===== src/rtl/tl_timer_ctrl_pkg.sv =====
// Shared definitions for the traffic-light timer/request conditioner:
// timer state encoding, config selects and default durations.
package tl_timer_ctrl_pkg;

  typedef enum logic [1:0] {
    IDLE  = 2'd0,
    RUN_S = 2'd1,
    RUN_L = 2'd2,
    DONE  = 2'd3
  } tmr_state_e;

  localparam logic CFG_SHORT = 1'b0;
  localparam logic CFG_LONG  = 1'b1;

  localparam int TW_DEF_C    = 8;
  localparam int SHORT_DEF_C = 5;
  localparam int LONG_DEF_C  = 20;
  localparam int DEB_DEF_C   = 3;

endpackage


===== src/rtl/tl_timer_ctrl_if.sv =====
// Signal bundle between the traffic-light fsm / sensors / config bus and the timer block.
interface tl_timer_ctrl_if
  import tl_timer_ctrl_pkg::*;
#(
  parameter int TW = TW_DEF_C
);
  logic          ST;
  logic          C_raw;
  logic          PB;
  logic          MG;
  logic          cfg_we;
  logic          cfg_sel;
  logic [TW-1:0] cfg_data;
  logic          TS;
  logic          TL;
  logic          C;
  logic          ped_pending;
  logic [TW-1:0] timer_val;

  // fsm / environment side
  modport master (
    output ST, C_raw, PB, MG, cfg_we, cfg_sel, cfg_data,
    input  TS, TL, C, ped_pending, timer_val
  );

  // timer block side
  modport slave (
    input  ST, C_raw, PB, MG, cfg_we, cfg_sel, cfg_data,
    output TS, TL, C, ped_pending, timer_val
  );
endinterface


===== src/rtl/tl_timer_ctrl_debounce.sv =====
// Two-flop synchronizer followed by a stability filter: the output only
// follows the synchronized input after DEB consecutive differing samples.
module tl_timer_ctrl_debounce #(
  parameter int DEB = 3
) (
  input  logic Clk,
  input  logic reset,
  input  logic din,
  output logic dout
);
  localparam int CW = (DEB > 1) ? $clog2(DEB) : 1;

  logic [1:0]    sync_r;
  logic          deb_r;
  logic [CW-1:0] cnt_r;

  // synchronize the raw input and count consecutive samples that disagree with the filtered value
  always_ff @(posedge Clk) begin
    if (!reset) begin
      sync_r <= 2'b00;
      deb_r  <= 1'b0;
      cnt_r  <= '0;
    end else begin
      sync_r <= {sync_r[0], din};
      if (sync_r[1] != deb_r) begin
        if (cnt_r == CW'(DEB - 1)) begin
          deb_r <= sync_r[1];
          cnt_r <= '0;
        end else begin
          cnt_r <= cnt_r + CW'(1);
        end
      end else begin
        cnt_r <= '0;
      end
    end
  end

  assign dout = deb_r;
endmodule


===== src/rtl/tl_timer_ctrl.sv =====
// Interval timer (short/long expiry levels for the fsm) plus side-street request
// conditioning: debounced car sensor OR latched pedestrian request.
module tl_timer_ctrl
  import tl_timer_ctrl_pkg::*;
#(
  parameter int TW        = TW_DEF_C,
  parameter int SHORT_DEF = SHORT_DEF_C,
  parameter int LONG_DEF  = LONG_DEF_C,
  parameter int DEB       = DEB_DEF_C
) (
  input  logic          Clk,
  input  logic          reset,
  tl_timer_ctrl_if.slave bus
);
  localparam logic [TW-1:0] CNT_MAX_C   = {TW{1'b1}};
  localparam logic [TW-1:0] SHORT_RST_C = TW'(SHORT_DEF);
  localparam logic [TW-1:0] LONG_RST_C  = TW'(LONG_DEF);
  localparam logic [TW-1:0] ONE_C       = TW'(1);

  tmr_state_e    state_r, state_s;
  logic [TW-1:0] cfg_s_r, cfg_l_r, shadow_s_r, shadow_l_r;
  logic [TW-1:0] cnt_r, cnt_s, cnt_inc_s, s_eff_s, l_eff_s;
  logic          ts_r, tl_r, ts_s, tl_s;
  logic [1:0]    pb_sync_r;
  logic          pb_prev_r, mg_r, ped_r, c_r;
  logic          c_deb_s, pb_rise_s, mg_fall_s;

  // config registers; a write only takes effect at the next timer start
  always_ff @(posedge Clk) begin
    if (!reset) begin
      cfg_s_r <= SHORT_RST_C;
      cfg_l_r <= LONG_RST_C;
    end else if (bus.cfg_we) begin
      if (bus.cfg_sel == CFG_LONG) begin
        cfg_l_r <= bus.cfg_data;
      end else begin
        cfg_s_r <= bus.cfg_data;
      end
    end
  end

  // timer state register, counter, shadowed durations and registered expiry levels
  always_ff @(posedge Clk) begin
    if (!reset) begin
      state_r    <= IDLE;
      cnt_r      <= '0;
      shadow_s_r <= SHORT_RST_C;
      shadow_l_r <= LONG_RST_C;
      ts_r       <= 1'b0;
      tl_r       <= 1'b0;
    end else begin
      state_r <= state_s;
      cnt_r   <= cnt_s;
      ts_r    <= ts_s;
      tl_r    <= tl_s;
      if (bus.ST) begin
        shadow_s_r <= cfg_s_r;
        shadow_l_r <= cfg_l_r;
      end
    end
  end

  // effective durations: short at least 1, long never shorter than short
  always_comb begin
    s_eff_s = shadow_s_r;
    l_eff_s = shadow_l_r;
    if (shadow_s_r == '0) begin
      s_eff_s = ONE_C;
    end else begin
      s_eff_s = shadow_s_r;
    end
    if (shadow_l_r < s_eff_s) begin
      l_eff_s = s_eff_s;
    end else begin
      l_eff_s = shadow_l_r;
    end
  end

  assign cnt_inc_s = (cnt_r == CNT_MAX_C) ? cnt_r : (cnt_r + ONE_C);

  // next-state and counter; a start pulse overrides every state
  always_comb begin
    state_s = state_r;
    cnt_s   = cnt_r;
    if (bus.ST) begin
      state_s = RUN_S;
      cnt_s   = '0;
    end else begin
      case (state_r)
        IDLE: begin
          state_s = IDLE;
          cnt_s   = '0;
        end
        RUN_S: begin
          cnt_s = cnt_inc_s;
          if (cnt_inc_s >= l_eff_s) begin
            state_s = DONE;
          end else if (cnt_inc_s >= s_eff_s) begin
            state_s = RUN_L;
          end else begin
            state_s = RUN_S;
          end
        end
        RUN_L: begin
          cnt_s = cnt_inc_s;
          if (cnt_inc_s >= l_eff_s) begin
            state_s = DONE;
          end else begin
            state_s = RUN_L;
          end
        end
        DONE: begin
          state_s = DONE;
          cnt_s   = cnt_r;
        end
        default: begin
          state_s = IDLE;
          cnt_s   = '0;
        end
      endcase
    end
  end

  // expiry levels decoded from the upcoming state so TS/TL land on the expiry edge
  always_comb begin
    ts_s = 1'b0;
    tl_s = 1'b0;
    case (state_s)
      RUN_L: begin
        ts_s = 1'b1;
        tl_s = 1'b0;
      end
      DONE: begin
        ts_s = 1'b1;
        tl_s = 1'b1;
      end
      default: begin
        ts_s = 1'b0;
        tl_s = 1'b0;
      end
    endcase
  end

  tl_timer_ctrl_debounce #(.DEB(DEB)) u_car_deb (
    .Clk   (Clk),
    .reset (reset),
    .din   (bus.C_raw),
    .dout  (c_deb_s)
  );

  assign pb_rise_s = pb_sync_r[1] & ~pb_prev_r;
  assign mg_fall_s = mg_r & ~bus.MG;

  // pedestrian synchronizer, MG edge tracking, request latch and combined request
  always_ff @(posedge Clk) begin
    if (!reset) begin
      pb_sync_r <= 2'b00;
      pb_prev_r <= 1'b0;
      mg_r      <= 1'b0;
      ped_r     <= 1'b0;
      c_r       <= 1'b0;
    end else begin
      pb_sync_r <= {pb_sync_r[0], bus.PB};
      pb_prev_r <= pb_sync_r[1];
      mg_r      <= bus.MG;
      if (pb_rise_s) begin
        ped_r <= 1'b1;
      end else if (mg_fall_s) begin
        ped_r <= 1'b0;
      end
      c_r <= c_deb_s | ped_r;
    end
  end

  assign bus.TS          = ts_r;
  assign bus.TL          = tl_r;
  assign bus.C           = c_r;
  assign bus.ped_pending = ped_r;
  assign bus.timer_val   = cnt_r;
endmodule


===== src/flat_wrapper.sv =====
// flat-port wrapper written by rule: the top's interface ports become plain ports
module tl_timer_ctrl_flat import tl_timer_ctrl_pkg::*;
#(
  parameter int TW        = TW_DEF_C,
  parameter int SHORT_DEF = SHORT_DEF_C,
  parameter int LONG_DEF  = LONG_DEF_C,
  parameter int DEB       = DEB_DEF_C
)
  (Clk, reset, bus_ST, bus_C_raw, bus_PB, bus_MG, bus_cfg_we, bus_cfg_sel, bus_cfg_data, bus_TS, bus_TL, bus_C, bus_ped_pending, bus_timer_val);
  tl_timer_ctrl_if #(.TW(TW)) bus_i ();
  input  logic Clk;
  input  logic reset;
  input wire logic [$bits(bus_i.ST)-1:0] bus_ST;
  input wire logic [$bits(bus_i.C_raw)-1:0] bus_C_raw;
  input wire logic [$bits(bus_i.PB)-1:0] bus_PB;
  input wire logic [$bits(bus_i.MG)-1:0] bus_MG;
  input wire logic [$bits(bus_i.cfg_we)-1:0] bus_cfg_we;
  input wire logic [$bits(bus_i.cfg_sel)-1:0] bus_cfg_sel;
  input wire logic [$bits(bus_i.cfg_data)-1:0] bus_cfg_data;
  output wire logic [$bits(bus_i.TS)-1:0] bus_TS;
  output wire logic [$bits(bus_i.TL)-1:0] bus_TL;
  output wire logic [$bits(bus_i.C)-1:0] bus_C;
  output wire logic [$bits(bus_i.ped_pending)-1:0] bus_ped_pending;
  output wire logic [$bits(bus_i.timer_val)-1:0] bus_timer_val;
  assign bus_i.ST = bus_ST;
  assign bus_i.C_raw = bus_C_raw;
  assign bus_i.PB = bus_PB;
  assign bus_i.MG = bus_MG;
  assign bus_i.cfg_we = bus_cfg_we;
  assign bus_i.cfg_sel = bus_cfg_sel;
  assign bus_i.cfg_data = bus_cfg_data;
  assign bus_TS = bus_i.TS;
  assign bus_TL = bus_i.TL;
  assign bus_C = bus_i.C;
  assign bus_ped_pending = bus_i.ped_pending;
  assign bus_timer_val = bus_i.timer_val;
  tl_timer_ctrl #(.TW(TW), .SHORT_DEF(SHORT_DEF), .LONG_DEF(LONG_DEF), .DEB(DEB)) u_core (.Clk(Clk), .reset(reset), .bus(bus_i));
endmodule

===== config.mk =====
export PLATFORM = sky130hd
export DESIGN_NAME = tl_timer_ctrl_flat
export DESIGN_NICKNAME = d
export VERILOG_FILES = /design/src/rtl/tl_timer_ctrl_pkg.sv /design/src/rtl/tl_timer_ctrl_if.sv /design/src/rtl/tl_timer_ctrl_debounce.sv /design/src/rtl/tl_timer_ctrl.sv /design/src/flat_wrapper.sv
export SDC_FILE = /design/constraint.sdc
export NUM_CORES = 1
export LEC_CHECK = 0
export CAP_MARGIN = 20
export CORE_AREA = 2 2 68 95
export CTS_CLUSTER_SIZE = 16
export DETAILED_ROUTE_END_ITERATION = 10
export DIE_AREA = 0 0 70 97
export GPL_TIMING_DRIVEN = 0
export HOLD_SLACK_MARGIN = 0.05
export PLACE_DENSITY = 0.71
export REMOVE_ABC_BUFFERS = 1
export SETUP_SLACK_MARGIN = 0.2
export SLEW_MARGIN = 10
export SYNTH_ARGS = -nofsm -noshare
export SYNTH_HDL_FRONTEND = slang
export SYNTH_SLANG_ARGS = --single-unit

===== constraint.sdc =====
create_clock -name Clk -period 3.5 [get_ports Clk]
set_input_delay 0.525 -clock Clk [delete_from_list [all_inputs] [get_ports Clk]]
set_output_delay 0.525 -clock Clk [all_outputs]
set_load 0.03 [all_outputs]

Word level (Yosys, flattened, before mapping):

Cells that the tools add are included.

* register bits after elaboration: 55
* bits in latches: 0
* RAM bits: 0
* bits in read-only memories: 0
* input port bits: 16
* output and inout port bits: 12
* logic and storage cells: 60
* memories kept: 0

* add/sub/neg operators: 2
* multipliers: 0
* div/mod/pow operators: 0
* order comparisons: 3
* equality and inequality tests: 8
* shift-type cells: 0
* muxes and demuxes: 13
* bitwise gates (word level): 8
* reductions and logical operators: 10

Operator list (count)
* 8-bit two-way mux: 3
* 8-bit greater-or-equal comparator: 2
* 8-bit case mux with 2 select lines: 1
* 2-bit == test (second input constant): 5
* 8-bit by 1-bit adder with 8-bit output (second input constant): 1
* 8-bit == test (second input constant): 1
* 8-bit logical NOT: 1
* 8-bit less-than comparator: 1
* 2-bit case mux with 4 select lines: 1
* 2-bit two-way mux: 3
* 2-bit AND reduction: 3
* 2-bit OR reduction: 3
* 1-bit two-way mux: 5
* 1-bit NOT: 5
* 3-bit OR reduction: 1
* 2-bit by 1-bit adder with 2-bit output (second input constant): 1
* 1-bit AND: 2
* 2-bit by 1-bit == test with 1-bit output (second input constant): 1
* 2-bit logical NOT: 1
* 2-bit nonzero test: 1
* 1-bit != test: 1
* 1-bit bitwise OR: 1

Longest topological paths before layout:

* word-level depth: 11
* mapped depth: 13
* depth with buffers taken out: 13

Hierarchy:

A second synthesis with hierarchy kept.

* cells, all modules: 320
* area, all modules: 2877.8 sq um

Modules (own cells, without submodules)
* tl_timer_ctrl: instances 1, cells an instance 306, area each 2706.3 sq um, seq. area each 1001.0 sq um
* tl_timer_ctrl_debounce: instances 1, cells an instance 14, area each 171.4 sq um, seq. area each 100.1 sq um

Worst setup path before layout:

Ideal clock, no wire load.

* kind: reg-to-reg
* start: register u_core.shadow_s_r[3]
* end: register u_core.tl_r (netlist: u_core.bus.TL)
* setup time: 0.128 ns
* arrival: 2.923 ns
* data required time: 3.372 ns
* slack: 0.448 ns
* cell stages (with the launch flop): 14
* buffers on the path: 0
* clock period less this slack: 3.052 ns
* cells stage by stage: dfxtp_1 -> inv_1 -> ha_1 -> o211ai_1 -> a211oi_2 -> a2111oi_4 -> o21ai_4 -> mux2i_1 -> ha_1 -> a211o_1 -> a31oi_1 -> o31ai_1 -> o41a_1 -> nor2b_1

* cells in the longest elaborated chain, start to end: 10
* elaborated cells on any way between the ends: 13
* those cells by class: order compare: 3; eq/ne: 1; mux: 8; reduce/logical: 1

Ends and longest elaborated chain
* start, declared: line tl_timer_ctrl.sv:21 `logic [TW-1:0] cfg_s_r, cfg_l_r, shadow_s_r, shadow_l_r;`
* start signal, assigned: line tl_timer_ctrl.sv:57 `shadow_s_r <= cfg_s_r;`
* 8-bit logical NOT: line tl_timer_ctrl.sv:67 `if (shadow_s_r == '0) begin`
* 8-bit two-way mux (*): line tl_timer_ctrl.sv:67
* 8-bit less-than comparator: line tl_timer_ctrl.sv:72 `if (shadow_l_r < s_eff_s) begin`
* 8-bit two-way mux: line tl_timer_ctrl.sv:72
* 8-bit greater-or-equal comparator: line tl_timer_ctrl.sv:96, tl_timer_ctrl.sv:106
* 1-bit two-way mux or 2-bit two-way mux (tied branches): line tl_timer_ctrl.sv:106, tl_timer_ctrl.sv:96
* 2-bit case mux with 4 select lines (*): line tl_timer_ctrl.sv:89 `case (state_r)`
* 2-bit two-way mux (*): line tl_timer_ctrl.sv:85 `if (bus.ST) begin`
* 2-bit == test (*): line tl_timer_ctrl.sv:128 `case (state_s)`
* 1-bit two-way mux (*): line tl_timer_ctrl.sv:128
* end signal, assigned: line tl_timer_ctrl.sv:55 `tl_r <= tl_s;`
* end, declared: line tl_timer_ctrl.sv:23 `logic ts_r, tl_r, ts_s, tl_s;`

Mark *: on every way between the ends. The rest lies on a longest branch, timed or not.
A chain may end at the register's enable or synchronous reset.

Worst setup path in the final report:

* start: register u_core.shadow_s_r[1]
* end: register u_core.tl_r (netlist: u_core.bus.TL)

Same word-level chain as after synthesis.

==> out/results.ini <==
[clock_network]
cts_hold_buffers=0
clk_latency_ns=0.31
clock_sinks=55
cts_tree=built
cts.root.buffer_cell=sky130_fd_sc_hd__clkbuf_8
path_clk_slew_ns=0.10
clockBufferDepth=2
cts_inserted_buffers=5
cts-htree-levels=2

[yosys]
syn_inst=313
yosys_register_bits=55
async_flop_share_pct=0
synthesized_area_per_cell_um2=9.242
ys_dominant_reg_cell=sky130_fd_sc_hd__dfxtp_1
synth_cell_type_count=44
synth_enable_flop_cells=0
syn-cell-area_mm2=0.002893
synth.yosys.warnings=0
seq_total_area_yosys_pct=38.06

[floorplan]
core_footprint_mm2=0.005863
top_level_ports=28
rows=33
die_area_mm2=0.006790
die_width_um=70
die_height_um=97
initial_core_utilization_pct=49.34

[timing]
drv_slew=0
number_of_endpoints_with_negative_hold_slack_in_the_final_report=0
worst_pin_slew_ns=1.088
period_minus_slack_ns=3.239
clock_skew_ns=0.001674
postLayoutSetupSlackWorst_ns=0.2612
achievable-frequency_ghz=0.3088
max-slew-margin-rel_pct=27.26
fin_hold_ws_ns=0.4183
period_share_pct=92.54
rsz0062_at_grt=true
setup_violations=0
finalSetupTns_ns=0

[global_route]
grtUsageTotal_pct=18.39
gr_met3_demand_resource_pct=3.125
grt_antenna_before_repair=0
grt-ovfl-total=0
grt_max_degree=25
grt_pass1_wl_mm=10.32
grt.met2_usage_pct=33.63
gr-usage-met1_pct=20.27
grt_pass1_vias=2373
busiest_layer=met2

[setup_path]
timing.critical_path.from=u_core.shadow_s_r[1]
critPathMaxFanout=4
critical_path_class=flip-flop to flip-flop
startpoint_type=flip-flop
cp_data_required_time_ns=3.69
critPathCaptureType=flip-flop
worstReg2RegStart=u_core.shadow_s_r[1]
arrival_time_at_the_worst_endpoint_ns=3.43

[drt]
vias=2294
antenna_left=0
detail_route.first_pass.iterations=4
drc=0
drt-vias-per-instance=5.582
drt-wirelength-per-cell_um=14.02
initialDrtViolationCount=45
finalWirelength_mm=5.761

[power]
total_leakage_power_uw=0.001374
report.power.total_uw=1178
power_density_mw_per_mm2=348.7
ir_drop_mv=0.2989

[placement]
routabilityCongestion=0.8498
port-buffer-count=27
place_worst_setup_slack_ns=0.08502
dp_hpwl_mm=4.370

[finish]
n_antenna_cell=0
synthToLayoutAreaGrowth_pct=16.78
fillCellCount=555
final_cell_mix=53 x sky130_fd_sc_hd__dfxtp_1, 46 x sky130_fd_sc_hd__nand2_1, 28 x sky130_fd_sc_hd__ha_1, 27 x sky130_fd_sc_hd__clkdlybuf4s50_1, 22 x sky130_fd_sc_hd__mux2i_1
design.final.nets=385
drive_above_1_share_pct=8.798
final_common_cell=sky130_fd_sc_hd__dfxtp_1
multi_input_area_mm2=0.001714
sequential_cell_area_mm2=0.001104

[run_status]
run_status=complete, no violations

[hold_path]
timing.hold.worst.class=flip-flop to flip-flop
min-delay-start=u_core.u_car_deb.cnt_r[0]

[flow_run]
timing.max_cap.violations=0

[sequential cells by signal (all words and copies together) (netlist names)]
name / cells
u_core.cfg_l_r: 8
u_core.state_r: 2
u_core.bus.timer_val: 8
u_core.bus.TS: 1
u_core.shadow_l_r: 8
u_core.pb_prev_r: 1
u_core.mg_r: 1
u_core.u_car_deb.cnt_r: 2
u_core.shadow_s_r: 8
u_core.bus.ped_pending: 1
u_core.pb_sync_r: 2
u_core.u_car_deb.sync_r: 2
u_core.u_car_deb.dout: 1
u_core.bus.TL: 1
u_core.bus.C: 1
u_core.cfg_s_r: 8
[Yosys cell counts (all sizes together), types with 3 or more instances]
library cell,instances,area [um2]
a21boi,13,97.59
a21oi,11,55.05
a22oi,3,22.52
a31oi,3,18.77
and2,8,50.05
clkbuf,10,37.54
dfxtp,55,1101
ha,29,362.9
inv,15,56.30
mux2,3,37.53
mux2i,23,230.2
nand2,46,172.7
nand2b,6,37.54
nand3,9,50.05
nand4,5,31.28
nor2,15,56.30
nor2b,16,100.1
nor3,4,20.02
o21a,5,37.54
o21ai,5,36.28
xnor2,3,26.28
[critical path, stage by stage (launching register included)]
cell and delay [ns]:
sky130_fd_sc_hd__dfxtp_2 0.35, sky130_fd_sc_hd__inv_1 0.07, sky130_fd_sc_hd__ha_1 0.28, sky130_fd_sc_hd__o211ai_1 0.24
sky130_fd_sc_hd__nor2_1 0.11, sky130_fd_sc_hd__a2111oi_4 0.34, sky130_fd_sc_hd__o21ai_4 0.12, sky130_fd_sc_hd__buf_4 0.15
sky130_fd_sc_hd__mux2_4 0.29, sky130_fd_sc_hd__ha_1 0.26, sky130_fd_sc_hd__nand2b_1 0.14, sky130_fd_sc_hd__a31oi_1 0.18
sky130_fd_sc_hd__o31ai_2 0.14, sky130_fd_sc_hd__o41a_1 0.33, sky130_fd_sc_hd__nor2b_1 0.14
[cells by family (layout without fill, tap and decap cells)]
logic type               Yosys count  count (layout)  share of synthesized area [%]
AO/OA/AOI/OAI                     55              55                          14.96
XOR/XNOR                           5               5                          1.514
adder cells (fa/ha/maj)           29              29                          12.54
buffers and inverters             27              55                          3.546
flip-flops                        55              55                          38.06
multiplexers                      26              26                          9.256
AND/OR/NAND/NOR                  116             116                          20.11
[layer usage]
layer | wire length, um | part of all wire (%) | vias to the layer above
li1 | - | - | 1148
met1 | 2368 | 41 | 1079
met2 | 3046 | 53 | 50
met3 | 167 | 2.9 | 17
met4 | 178 | 3.1 | 0
met5 | 0 | 0 | -
[area by class of cell]
type	count	area share, %
clock buffer	5	2.037
tap	70	2.593
multi-input combinational	231	50.74
sequential	55	32.67
timing repair buffer	32	9.704
clock inverter	3	0.5926
inverter	15	1.667
[metrics by stage]
stage | utilization (%) | area, um2 | cells
after CTS | 57.32 | 3361 | 411
after floorplan | - | 2846 | 301
after global placement | 54.65 | 3204 | 398
after global routing | 57.62 | 3378 | 411
final | 57.62 | 3378 | 411
after detailed placement | 54.91 | 3219 | 399
[what timing repair did]
item | in CTS | in global routing
buffers inserted | 4 | 0
endpoints found under the setup margin | 4 | 3
resized for setup | 3 | 3
pin swaps | 6 | 3
[worst paths after layout]
check / slack (ns) / cells after the start / endpoint
worst max register to register: 0.26 / 14 / u_core.bus.TL
worst max-delay path: 0.26 / 14 / u_core.bus.TL
worst min-delay path: 0.42 / 1 / u_core.u_car_deb.cnt_r[0]
worst min register to register: 0.42 / 1 / u_core.u_car_deb.cnt_r[0]
[power by group]
group | total (uW) | internal (uW) | leakage [uW] | switching (uW)
sequential | 659 | 646 | 0.000449 | 13.5
combinational | 168 | 87.7 | 0.000885 | 80.4
clock | 351 | 140 | 0.0000402 | 211
Note: power is estimated with default switching activity, not from simulation.
